--- config.mk ---
export PLATFORM = sky130hd
export DESIGN_NAME = mac16_stimchk
export DESIGN_NICKNAME = d
export VERILOG_FILES = /design/src/rtl/mac16_stim_pkg.sv /design/src/rtl/mac16_exp_delay.sv /design/src/rtl/mac16_stimchk.sv
export SDC_FILE = /design/constraint.sdc
export NUM_CORES = 1
export LEC_CHECK = 0
export CAP_MARGIN = 25
export CORE_ASPECT_RATIO = 0.75
export CORE_MARGIN = 5
export CORE_UTILIZATION = 25
export CTS_BUF_LIST = sky130_fd_sc_hd__clkbuf_2
export CTS_CLUSTER_DIAMETER = 100
export CTS_CLUSTER_SIZE = 28
export DETAILED_ROUTE_END_ITERATION = 10
export GPL_TIMING_DRIVEN = 0
export PLACE_DENSITY = 0.43
export SETUP_SLACK_MARGIN = 0.2
export SLEW_MARGIN = 25
export SYNTH_ARGS = -nofsm -noshare
export SYNTH_HDL_FRONTEND = slang
export SYNTH_SLANG_ARGS = --single-unit
--- constraint.sdc ---
create_clock -name clk -period 11.05 [get_ports clk]
set_input_delay 1.105 -clock clk [delete_from_list [all_inputs] [get_ports clk]]
set_output_delay 1.105 -clock clk [all_outputs]
set_load 0.02 [all_outputs]
--- src/rtl/mac16_stim_pkg.sv ---
// rtl/mac16_stim_pkg.sv - shared state type and stimulus constants for the MAC16 self-checker
package mac16_stim_pkg;

  typedef enum logic [1:0] {
    IDLE  = 2'd0,
    ISSUE = 2'd1,
    DRAIN = 2'd2,
    DONE  = 2'd3
  } state_t;

  localparam logic [15:0] A_SEED     = 16'd999;
  localparam logic [15:0] B_SEED     = 16'd12345;
  localparam logic [15:0] A_STEP     = 16'd1;
  localparam logic [15:0] B_STEP     = 16'd3;
  localparam logic [7:0]  ERR_SAT    = 8'd255;
  localparam logic [15:0] NO_ERR_IDX = 16'hFFFF;

endpackage

--- src/rtl/mac16_exp_delay.sv ---
// rtl/mac16_exp_delay.sv - expected-product delay line aligned to the MAC16 pipeline depth
module mac16_exp_delay #(
  parameter int DEPTH = 3
) (
  input  logic        clk,
  input  logic        reset,
  input  logic        in_valid,
  input  logic [31:0] in_exp,
  input  logic [15:0] in_idx,
  output logic        out_valid,
  output logic [31:0] out_exp,
  output logic [15:0] out_idx
);

  logic [DEPTH-1:0] vld_q;
  logic [31:0]      exp_q [DEPTH];
  logic [15:0]      idx_q [DEPTH];

  // Valid bits are the only reset state; a cleared valid makes the payload irrelevant.
  always_ff @(posedge clk or posedge reset) begin
    if (reset) begin
      vld_q <= '0;
    end else begin
      vld_q[0] <= in_valid;
      for (int i = 1; i < DEPTH; i++) begin
        vld_q[i] <= vld_q[i-1];
      end
    end
  end

  // Payload shifts every cycle alongside the valid bits, without reset.
  always_ff @(posedge clk) begin
    exp_q[0] <= in_exp;
    idx_q[0] <= in_idx;
    for (int i = 1; i < DEPTH; i++) begin
      exp_q[i] <= exp_q[i-1];
      idx_q[i] <= idx_q[i-1];
    end
  end

  assign out_valid = vld_q[DEPTH-1];
  assign out_exp   = exp_q[DEPTH-1];
  assign out_idx   = idx_q[DEPTH-1];

endmodule

--- src/rtl/mac16_stimchk.sv ---
// rtl/mac16_stimchk.sv - drives a deterministic operand sequence into a MAC16 and checks its products
module mac16_stimchk
  import mac16_stim_pkg::*;
#(
  parameter int NUM_VECTORS = 256,
  parameter int LATENCY     = 3
) (
  input  logic        clk,
  input  logic        reset,
  input  logic        start,
  input  logic [31:0] dsp_o,
  output logic [15:0] a,
  output logic [15:0] b,
  output logic        busy,
  output logic        done,
  output logic        pass,
  output logic [7:0]  err_cnt,
  output logic [15:0] first_err_idx
);

  localparam logic [15:0] LAST_VEC   = 16'(NUM_VECTORS - 1);
  localparam logic [15:0] LAST_DRAIN = 16'(LATENCY - 1);

  state_t      state, state_nxt;
  logic [15:0] k;
  logic        accept_start;
  logic [31:0] prod;
  logic        tail_valid;
  logic [31:0] tail_exp;
  logic [15:0] tail_idx;

  // State register.
  always_ff @(posedge clk or posedge reset) begin
    if (reset) state <= IDLE;
    else       state <= state_nxt;
  end

  // Next-state: start only matters when not busy; k counts vectors in ISSUE and cycles in DRAIN.
  always_comb begin
    state_nxt    = state;
    accept_start = 1'b0;
    case (state)
      IDLE, DONE: begin
        if (start) begin
          accept_start = 1'b1;
          state_nxt    = ISSUE;
        end
      end
      ISSUE:   if (k == LAST_VEC)   state_nxt = DRAIN;
      DRAIN:   if (k == LAST_DRAIN) state_nxt = DONE;
      default: state_nxt = IDLE;
    endcase
  end

  // Operand generator: seeds load on entry to ISSUE, step each issue cycle, zero otherwise.
  always_ff @(posedge clk or posedge reset) begin
    if (reset) begin
      a <= '0;
      b <= '0;
      k <= '0;
    end else begin
      if (state_nxt != state)                  k <= '0;
      else if (state == ISSUE || state == DRAIN) k <= k + 16'd1;

      if (state_nxt == ISSUE && state != ISSUE) begin
        a <= A_SEED;
        b <= B_SEED;
      end else if (state_nxt == ISSUE) begin
        a <= a + A_STEP;
        b <= b + B_STEP;
      end else begin
        a <= '0;
        b <= '0;
      end
    end
  end

  // Full-width product of the operands currently on the MAC16 inputs.
  assign prod = {16'd0, a} * {16'd0, b};

  mac16_exp_delay #(.DEPTH(LATENCY)) u_exp_delay (
    .clk       (clk),
    .reset     (reset),
    .in_valid  (state == ISSUE),
    .in_exp    (prod),
    .in_idx    (k),
    .out_valid (tail_valid),
    .out_exp   (tail_exp),
    .out_idx   (tail_idx)
  );

  // Result accumulation: clear on an accepted start, count mismatches at the delay-line tail.
  always_ff @(posedge clk or posedge reset) begin
    if (reset) begin
      err_cnt       <= '0;
      first_err_idx <= NO_ERR_IDX;
    end else if (accept_start) begin
      err_cnt       <= '0;
      first_err_idx <= NO_ERR_IDX;
    end else if (tail_valid && (dsp_o != tail_exp)) begin
      if (err_cnt != ERR_SAT) err_cnt <= err_cnt + 8'd1;
      if (err_cnt == 8'd0)    first_err_idx <= tail_idx;
    end
  end

  assign busy = (state == ISSUE) || (state == DRAIN);
  assign done = (state == DONE);
  assign pass = done && (err_cnt == 8'd0);

endmodule

Word level (Yosys, flattened, before mapping)
Memory sizes are Yosys's and may differ from the RTL's.
Index checks and enable logic that the tools add are counted.
- add/subtract/negate cells: 4
- multiply operators: 1
- eq/ne operators: 10
- mux-type cells: 18
- reductions and logical operators: 13
- operators with widths (cell ; number):
    two-way mux 16 bit ; 9
    adder 16 x 1 -> 16 bit (second input constant) ; 2
    multiplier 16 x 16 -> 32 bit ; 1
    != test 32 bit ; 1
    two-way mux 8 bit ; 3
    adder 16 x 2 -> 16 bit (second input constant) ; 1
    equality test 16 x 2 -> 1 bit (second input constant) ; 1
    equality test 16 x 8 -> 1 bit (second input constant) ; 1
    adder 8 x 1 -> 8 bit (second input constant) ; 1
    zero test 8 bit ; 1
    != test 8 bit (second input constant) ; 1
    nonzero test 2 bit ; 4
    two-way mux 2 bit ; 3
    case mux 2 bit (3 select lines) ; 1
    equality test 2 x 1 -> 1 bit (second input constant) ; 2
    equality test 2 bit (second input constant) ; 2
    AND reduction 2 bit ; 2
    logical AND 1 bit ; 3
    zero test 2 bit ; 1
    two-way mux 1 bit ; 2
    != test 2 x 1 -> 1 bit (second input constant) ; 1
    != test 2 bit ; 1
    OR reduction 2 bit ; 1
    logical OR 1 bit ; 1
- register bits after elaboration: 77
- RAM bits: 144
- bits of input ports: 35
- output and inout port bits: 59
- logic and storage cells: 55
- memories: 2
- memories (memory ; words ; width ; read ports ; clocked after Yosys merged registers in ; write ports ; RTL line ; RTL):
    u_exp_delay.exp_q ; 3 ; 32 ; 3 ; 0 ; 3 ; mac16_exp_delay.sv:16 ; logic [31:0] exp_q [DEPTH];
    u_exp_delay.idx_q ; 3 ; 16 ; 3 ; 0 ; 3 ; mac16_exp_delay.sv:17 ; logic [15:0] idx_q [DEPTH];

Depth between registers and ports, before layout
Gate-level depths: netlist (run 1).
- word-level depth: 6
- depth in mapped cells: 22
- depth with buffers taken out: 20

Hierarchy
A second synthesis (run 1) with hierarchy kept.
- cell total of the unflattened synthesis: 1620
- area, all modules: 15949.0 sq um
- modules (own cells, without submodules) (module ; times used ; cells an instance ; area each (sq um) ; seq. area each (sq um)):
    mac16_stimchk ; 1 ; 1424 ; 12627.1 ; 1871.8
    mac16_exp_delay ; 1 ; 196 ; 3321.9 ; 2957.8

Worst setup path before layout (run 1)
No wires, ideal clock.
- path type: flip-flop to flip-flop
- start: reg b[7]
- end: mem u_exp_delay.exp_q[0][30]
- setup time: 0.091 ns
- arrival time: 5.856 ns
- slack: 5.103 ns
- cell stages (with the launch flop): 22
- path buffers: 2
- cells stage by stage: dfrtp_1 clkbuf_1 clkbuf_1 nand2_1 fa_1 inv_1 fa_1 inv_1 fa_1 inv_1 fa_1 fa_1 inv_1 fa_1 inv_1 ha_1 a21o_1 o21a_1 a311oi_1 and3_1 o21ai_0 a311oi_1
- RTL lines (item ; RTL line ; RTL):
    from (decl) ; mac16_stimchk.sv:13 ; output logic [15:0] b,
    from (signal assigned) ; mac16_stimchk.sv:70 ; b <= b + B_STEP;
    to (decl) ; mac16_exp_delay.sv:16 ;

==> flow_summary_export.csv, run 1 <==
group,metric,value,unit
final_layout,layout.nets,2045,
floorplanning,die_x,300,um
yosys,postSynthAreaPerCell,9.89,um^2
floorplanning,rows,79,
grt,use_met3,0.0161,
run,max_cap_violations,0,
grt,use_met1,0.185,
yosys,ys_warn_count,0,
clock_tree,htree_num_levels,1,
power,cellLeakagePower,8.09,nW
grt,grt_pass1_wl,65200,um
critical_path,cp_slowest_cell,"a311oi_1",
critical_path,path_max_fanout,10,
drt,ant_nets,0,
yosys,seq_area_frac_synth,0.306,
sta,worst_pin_slew,0.981,ns
sta,maxSlewViolCount,0,
clock_tree,postCtsSetupBuffers,0,
floorplanning,core,0.0623,mm^2
final_layout,areaGrowthSynthToFinish,13.3,%
yosys,synth_cell_type_count,61,
clock_tree,cts_buffers,12,
critical_path,required,11.87,ns
sta,finalCritPeriodShare,0.682,
yosys,ys_seq_elements,221,
critical_path,path_class,"reg2reg",
drt,wl_per_cell,16.8,um
min_path,hp-class,"reg2reg",
floorplanning,start_util,0.253,
power,power.total,3.42,mW
clock_tree,cts_num_sinks,221,
run_status,status,"complete, no violations",
grt,antenna_found_initial,3,
drt,drt_iter0_markers,629,
grt,top_usage_layer,"met2",
yosys,ys_async_sr_fraction,0.348,
final_layout,drive_above_1_share,0.0410,
drt,drc_errors,0,
clock_tree,clkTransAtPathRegs,0.45,ns
sta,setup_violations,0,
clock_tree,worstSkewPairLatency,0.95,ns
grt,grt_max_degree,68,
yosys,ys.flop_type,"dfxtp_1",
power,power.density,191,mW/mm^2
grt,grt-ovfl-total,0,
critical_path,cp-start-kind,"flop",
sta,tns,0,ns
drt,drtPass1Iterations,5,
place,dp.cells,2499,
grt,grt_pass1_vias,10900,
drt,dr_total_vias,10900,
clock_tree,cts_buffer_depth,3,
critical_path,crit_top_cell,"fa_1",
critical_path,worst-path-buf-inv,5,
clock_tree,cts_tree,"done",
yosys,synth-edff-count,0,
grt,grtUsageMet2,0.194,
sta,max_freq,133,MHz
drt,vias_per_cell,4.33,
critical_path,cpPeakStageDelay,0.82,ns
sta,rsz0062_at_grt,"false",
clock_tree,cts_hold_buffers,0,
power,vdd_drop_max,82.3,uV
yosys,syn_nets,1937,
sta,period_needed,7.53,ns
clock_tree,ctsResizeCount,0,
final_layout,n_fill_cell,6621,
critical_path,path_cells,"clkbuf_1 -> clkbuf_1 -> nand2_1 -> fa_1 -> fa_1 -> inv_1 -> fa_1 -> inv_1 -> fa_1 -> inv_1 -> fa_1 -> fa_1 -> ha_1 -> a21oi_1 -> o21ai_0 -> a311oi_1 -> and4_1 -> o31ai_1 -> xor2_1",
critical_path,arrival,8.35,ns
clock_tree,cts-root-buf,"clkbuf_2",
final_layout,final_cells,2521,
sta,hold_viol,0,
place,gp_congestion,0.891,
sta,max_slew_margin,0.341,
critical_path,cp_top_family,"adder cells",
grt,gr-usage-all-layers,0.123,
critical_path,cp-end-kind,"flop",
floorplanning,num_io_pins,94,
yosys,mappedNetlistArea,0.0158,mm^2
drt,routed_wl,42400,um
floorplanning,dieArea,0.0683,mm^2
place,port_buffers,93,
floorplanning,die_h,228,um
yosys,syn-instance-count,1595,
place,hpwlAfterDp,34200,um
sta,finClkSkew,0.123,ns
sequential cells by signal, summed over array words and instances, names as in the netlist:
register           count
u_exp_delay.vld_q      3
k                     16
first_err_idx         16
err_cnt                8
u_exp_delay.idx_q     48
u_exp_delay.exp_q     96
state                  2
a                     16
b                     16
final cells by class:
class	instances	area, um^2	area share
Antenna cell	3	7.51	0.000420
Buffer	77	384	0.0215
Clock buffer	16	80.1	0.00448
Clock inverter	3	33.8	0.00189
Inverter	238	898	0.0503
Multi-Input combinational cell	1059	9670	0.541
Sequential cell	221	4830	0.270
Tap cell	810	1010	0.0567
Timing Repair Buffer	94	958	0.0536
worst paths after layout:
kind	end	slack (ns)	depth (start not counted)	start
max	u_exp_delay.exp_q[0][24]	3.52	19	a[9]
min	u_exp_delay.exp_q[0][92]	0.24	0	u_exp_delay.exp_q[0][60]
max reg2reg	u_exp_delay.exp_q[0][24]	3.52	19	a[9]
min reg2reg	u_exp_delay.exp_q[0][92]	0.24	0	u_exp_delay.exp_q[0][60]
max in group asynchronous	first_err_idx[10]	10.05	3	reset
min in group asynchronous	a[13]	0.36	2	reset
synthesized netlist by cell type (all sizes together), types with 7 or more instances:
cell type / number / area (um^2)
clkbuf: 61 / 249
and3: 19 / 119
a211oi: 8 / 60.1
dfrtp: 61 / 1530
fa: 194 / 3880
ha: 113 / 1410
inv: 238 / 893
o21ai: 21 / 105
nor4: 8 / 92.6
nand3: 27 / 148
and2: 111 / 694
dfxtp: 144 / 2880
nand2: 216 / 813
nor2: 70 / 263
buf: 16 / 135
xor2: 43 / 377
a21o: 7 / 52.6
a21oi: 54 / 282
mux2i: 17 / 170
nor3: 14 / 70.1
xnor2: 61 / 534
nand4: 18 / 113
dfstp: 16 / 420
metrics by stage:
stage	util	area, um^2	setup WS (ns)	hold WS [ns]
6_report	0.287	17900	3.52	0.236
5_1_grt	0.287	17900	3.29	0.206
4_1_cts	0.287	17900	3.69	0.245
3_5_place_dp	0.285	17700	3.81	0.312
3_3_place_gp	0.285	17700	3.79	0.310
2_1_floorplan	-	15800	5.10	0.310
placed cells by master, fill, tap and decap left out, drive strengths merged, types with 5 or more instances in the layout:
cell type	synthesis	final
xnor2	61	61
xor2	43	43
inv	238	241
nand4	18	18
and3	19	19
dfrtp	61	61
a21o	7	7
o21ai	21	21
dfxtp	144	144
mux2i	17	17
dfstp	16	16
a21oi	54	54
nor4	8	8
nand2	216	216
ha	113	113
fa	194	194
and4	5	5
clkbuf	61	77
buf	16	17
and2	111	111
a211oi	8	8
nor2	70	70
nor3	14	14
clkdlybuf4s50	0	93
o21a	5	5
nand3	27	27
routing by layer:
| metal | vias up | share of wire |
|---|---|---|
| met5 | - | 0 |
| met4 | 0 | 0.012 |
| met3 | 19 | 0.038 |
| met2 | 170 | 0.45 |
| met1 | 5580 | 0.50 |
| li1 | 5158 | - |
cells by family after synthesis:
family | after synthesis | synth area share
buffers and inverters | 315 | 0.0810
adders and majority gates | 307 | 0.336
xor gates and xnor gates | 104 | 0.0578
AOI/OAI and AO/OA | 128 | 0.0518
DFF | 221 | 0.306
and+or+nand+nor | 502 | 0.156
muxes | 18 | 0.0115
power breakdown:
group          switching, mW  internal (mW)
clock network          0.254         0.0464
registers              0.100           1.04
logic                   1.22          0.754
(Power assumes the default switching activity.)
==> run 2, diff against run 1 <==
==> constraint.sdc (replaced) <==
create_clock -name clk -period 7.55 [get_ports clk]
set_input_delay 0.755 -clock clk [delete_from_list [all_inputs] [get_ports clk]]
set_output_delay 0.755 -clock clk [all_outputs]
set_load 0.02 [all_outputs]
==> run 2 against run 1 <==
Effect of this change: critical path depth stayed put; via count is 0.16% lower; critical path type unchanged; worst hold slack barely moved; utilization is 0.076 points higher; maximum frequency up 4.7%; final area is 0.27% higher; global-route usage about the same.
==> flow_summary_export.csv, run 2 (synthesis gave the netlist of run 1 again) <==
group,metric,value,unit
critical_path,cpPeakStageDelay,0.57,ns
floorplanning,dieArea,0.0683,mm^2
final_layout,largest-register,"u_exp_delay.exp_q",
floorplanning,die_x,300,um
power,vdd_drop_max,120,uV
drt,wl_per_cell,16.8,um
place,gp_congestion,0.891,
clock_tree,htree_num_levels,1,
final_layout,areaGrowthSynthToFinish,13.6,%
run_status,status,"complete, no violations",
final_layout,reg_top3,"u_exp_delay.exp_q x96, u_exp_delay.idx_q x48",
critical_path,worst-path-buf-inv,6,
sta,tns,0,ns
critical_path,cp-end-kind,"flop",
critical_path,cp_top_family,"adder cells",
grt,gr-usage-all-layers,0.123,
final_layout,drive_above_1_share,0.0509,
drt,vias_per_cell,4.32,
sta,hold_viol,0,
clock_tree,worstSkewPairLatency,0.95,ns
clock_tree,cts-root-buf,"clkbuf_2",
critical_path,cp_slowest_cell,"clkbuf_1",
sta,setup_violations,0,
place,port_buffers,93,
critical_path,path_cells,"clkbuf_1 -> clkbuf_1 -> nand2_1 -> fa_1 -> fa_1 -> fa_1 -> inv_1 -> fa_1 -> inv_1 -> fa_1 -> fa_1 -> inv_1 -> ha_1 -> clkbuf_1 -> and3_1 -> nand4_1 -> and4_1 -> o31ai_1 -> xor2_1",
sta,finalCritPeriodShare,0.953,
run,max_cap_violations,0,
min_path,hp-class,"reg2reg",
clock_tree,clkTransAtPathRegs,0.45,ns
clock_tree,cts_buffers,12,
final_layout,final_common_cell,"inv_1",
critical_path,crit_top_cell,"fa_1",
sta,max_slew_margin,0.340,
drt,ant_nets,0,
power,power.density,280,mW/mm^2
grt,grt_pass1_vias,11000,
final_layout,largest_reg_flops,96,
clock_tree,cts_buffer_depth,3,
sta,finClkSkew,0.122,ns
drt,drc_errors,0,
critical_path,cp-start-kind,"flop",
drt,routed_wl,42400,um
clock_tree,cts_num_sinks,221,
critical_path,path_max_fanout,10,
drt,dr_total_vias,10900,
critical_path,required,8.36,ns
final_layout,layout.nets,2046,
floorplanning,die_h,228,um
grt,grt_max_degree,68,
floorplanning,core,0.0623,mm^2
final_layout,final_util,0.288,
sta,max_freq,139,MHz
drt,drt_iter0_markers,630,
clock_tree,postCtsSetupBuffers,0,
critical_path,path_class,"reg2reg",
sta,period_needed,7.19,ns
clock_tree,cts_tree,"done",
floorplanning,rows,79,
critical_path,arrival,8.01,ns
final_layout,final_cell_mix,"inv_1, nand2_1, fa_1",
grt,grt_pass1_wl,65300,um
sta,maxSlewViolCount,0,
power,cellLeakagePower,8.14,nW
grt,antenna_found_initial,3,
power,power.total,5.01,mW
sta,worst_pin_slew,0.982,ns
grt,grt-ovfl-total,0,
place,hpwlAfterDp,34200,um
floorplanning,num_io_pins,94,
floorplanning,start_util,0.253,
sta,rsz0062_at_grt,"false",
drt,drtPass1Iterations,7,
[run 2: cell count changes in the layout (fill, tap and decap cells not counted), sizes merged]
cell	delta
diode	+1
clkbuf	-1
dlygate4sd3	+1
clkdlybuf4s15	+1
[run 2: power breakdown]
part	total [mW]	internal [mW]	switching, mW
combinational	2.90	1.11	1.78
sequential	1.67	1.53	0.148
clock	0.439	0.0679	0.371
[run 2: layout make-up]
class,count,area (um^2)
Timing Repair Buffer,95,968
Inverter,238,898
Tap cell,810,1010
Sequential cell,221,4830
Antenna cell,4,10.0
Clock buffer,16,80.1
Multi-Input combinational cell,1059,9680
Clock inverter,3,33.8
Buffer,77,409
Fill cell,6617,44400
[run 2: path summary, 6_finish.rpt]
path,start,end,slack (ns),depth (start not counted)
worst max register to register,a[2],u_exp_delay.exp_q[0][24],0.36,19
max in group asynchronous,reset,first_err_idx[10],6.34,4
worst max-delay path,a[2],u_exp_delay.exp_q[0][24],0.36,19
worst min register to register,u_exp_delay.exp_q[0][60],u_exp_delay.exp_q[0][92],0.24,0
min in group asynchronous,reset,a[13],0.58,3
worst min-delay path,u_exp_delay.exp_q[0][60],u_exp_delay.exp_q[0][92],0.24,0
[run 2: metal layers]
metal | global-route usage | vias up | part of all wire
met2 | 0.194 | 169 | 0.45
met4 | 0.0169 | 0 | 0.013
met1 | 0.185 | 5555 | 0.50
li1 | - | 5165 | -
met5 | 0 | - | 0
met3 | 0.0166 | 21 | 0.039
[run 2: worst register-to-register path, stage by stage, from the launching register on]
cell,delay (ns)
dfrtp_1,0.47
clkbuf_1,0.53
clkbuf_1,0.57
nand2_1,0.17
fa_1,0.50
fa_1,0.43
fa_1,0.50
inv_1,0.06
fa_1,0.44
inv_1,0.09
fa_1,0.43
fa_1,0.49
inv_1,0.04
ha_1,0.25
clkbuf_1,0.33
and3_1,0.35
nand4_1,0.36
and4_1,0.37
o31ai_1,0.29
xor2_1,0.43
[run 2: per-stage QoR]
step	setup WS, ns	std cells	hold slack [ns]	cell area [um^2]
final	0.356	2523	0.235	17900
after global routing	0.204	2521	0.206	17900
after CTS	0.371	2519	0.245	17900
after detailed placement	0.313	2499	0.312	17700
after global placement	0.287	2498	0.310	17700
after floorplan	1.60	1595	0.310	15800
[run 2: what timing repair did]
item,CTS,global route
hold buffers,1,0
setup endpoints to repair,1,6
gates resized for setup,1,33
endpoints found under the hold margin,10,0
==> run 3, diff against run 2 <==
--- a/config.mk
+++ b/config.mk
@@ -5,7 +5,7 @@
 export SDC_FILE = /design/constraint.sdc
 export NUM_CORES = 1
 export LEC_CHECK = 0
-export CAP_MARGIN = 25
+export CAP_MARGIN = 10
 export CORE_ASPECT_RATIO = 0.75
 export CORE_MARGIN = 5
 export CORE_UTILIZATION = 25
==> results of run 3 <==
Same layout as run 2: the final DEF is identical, and so are final timing and power.
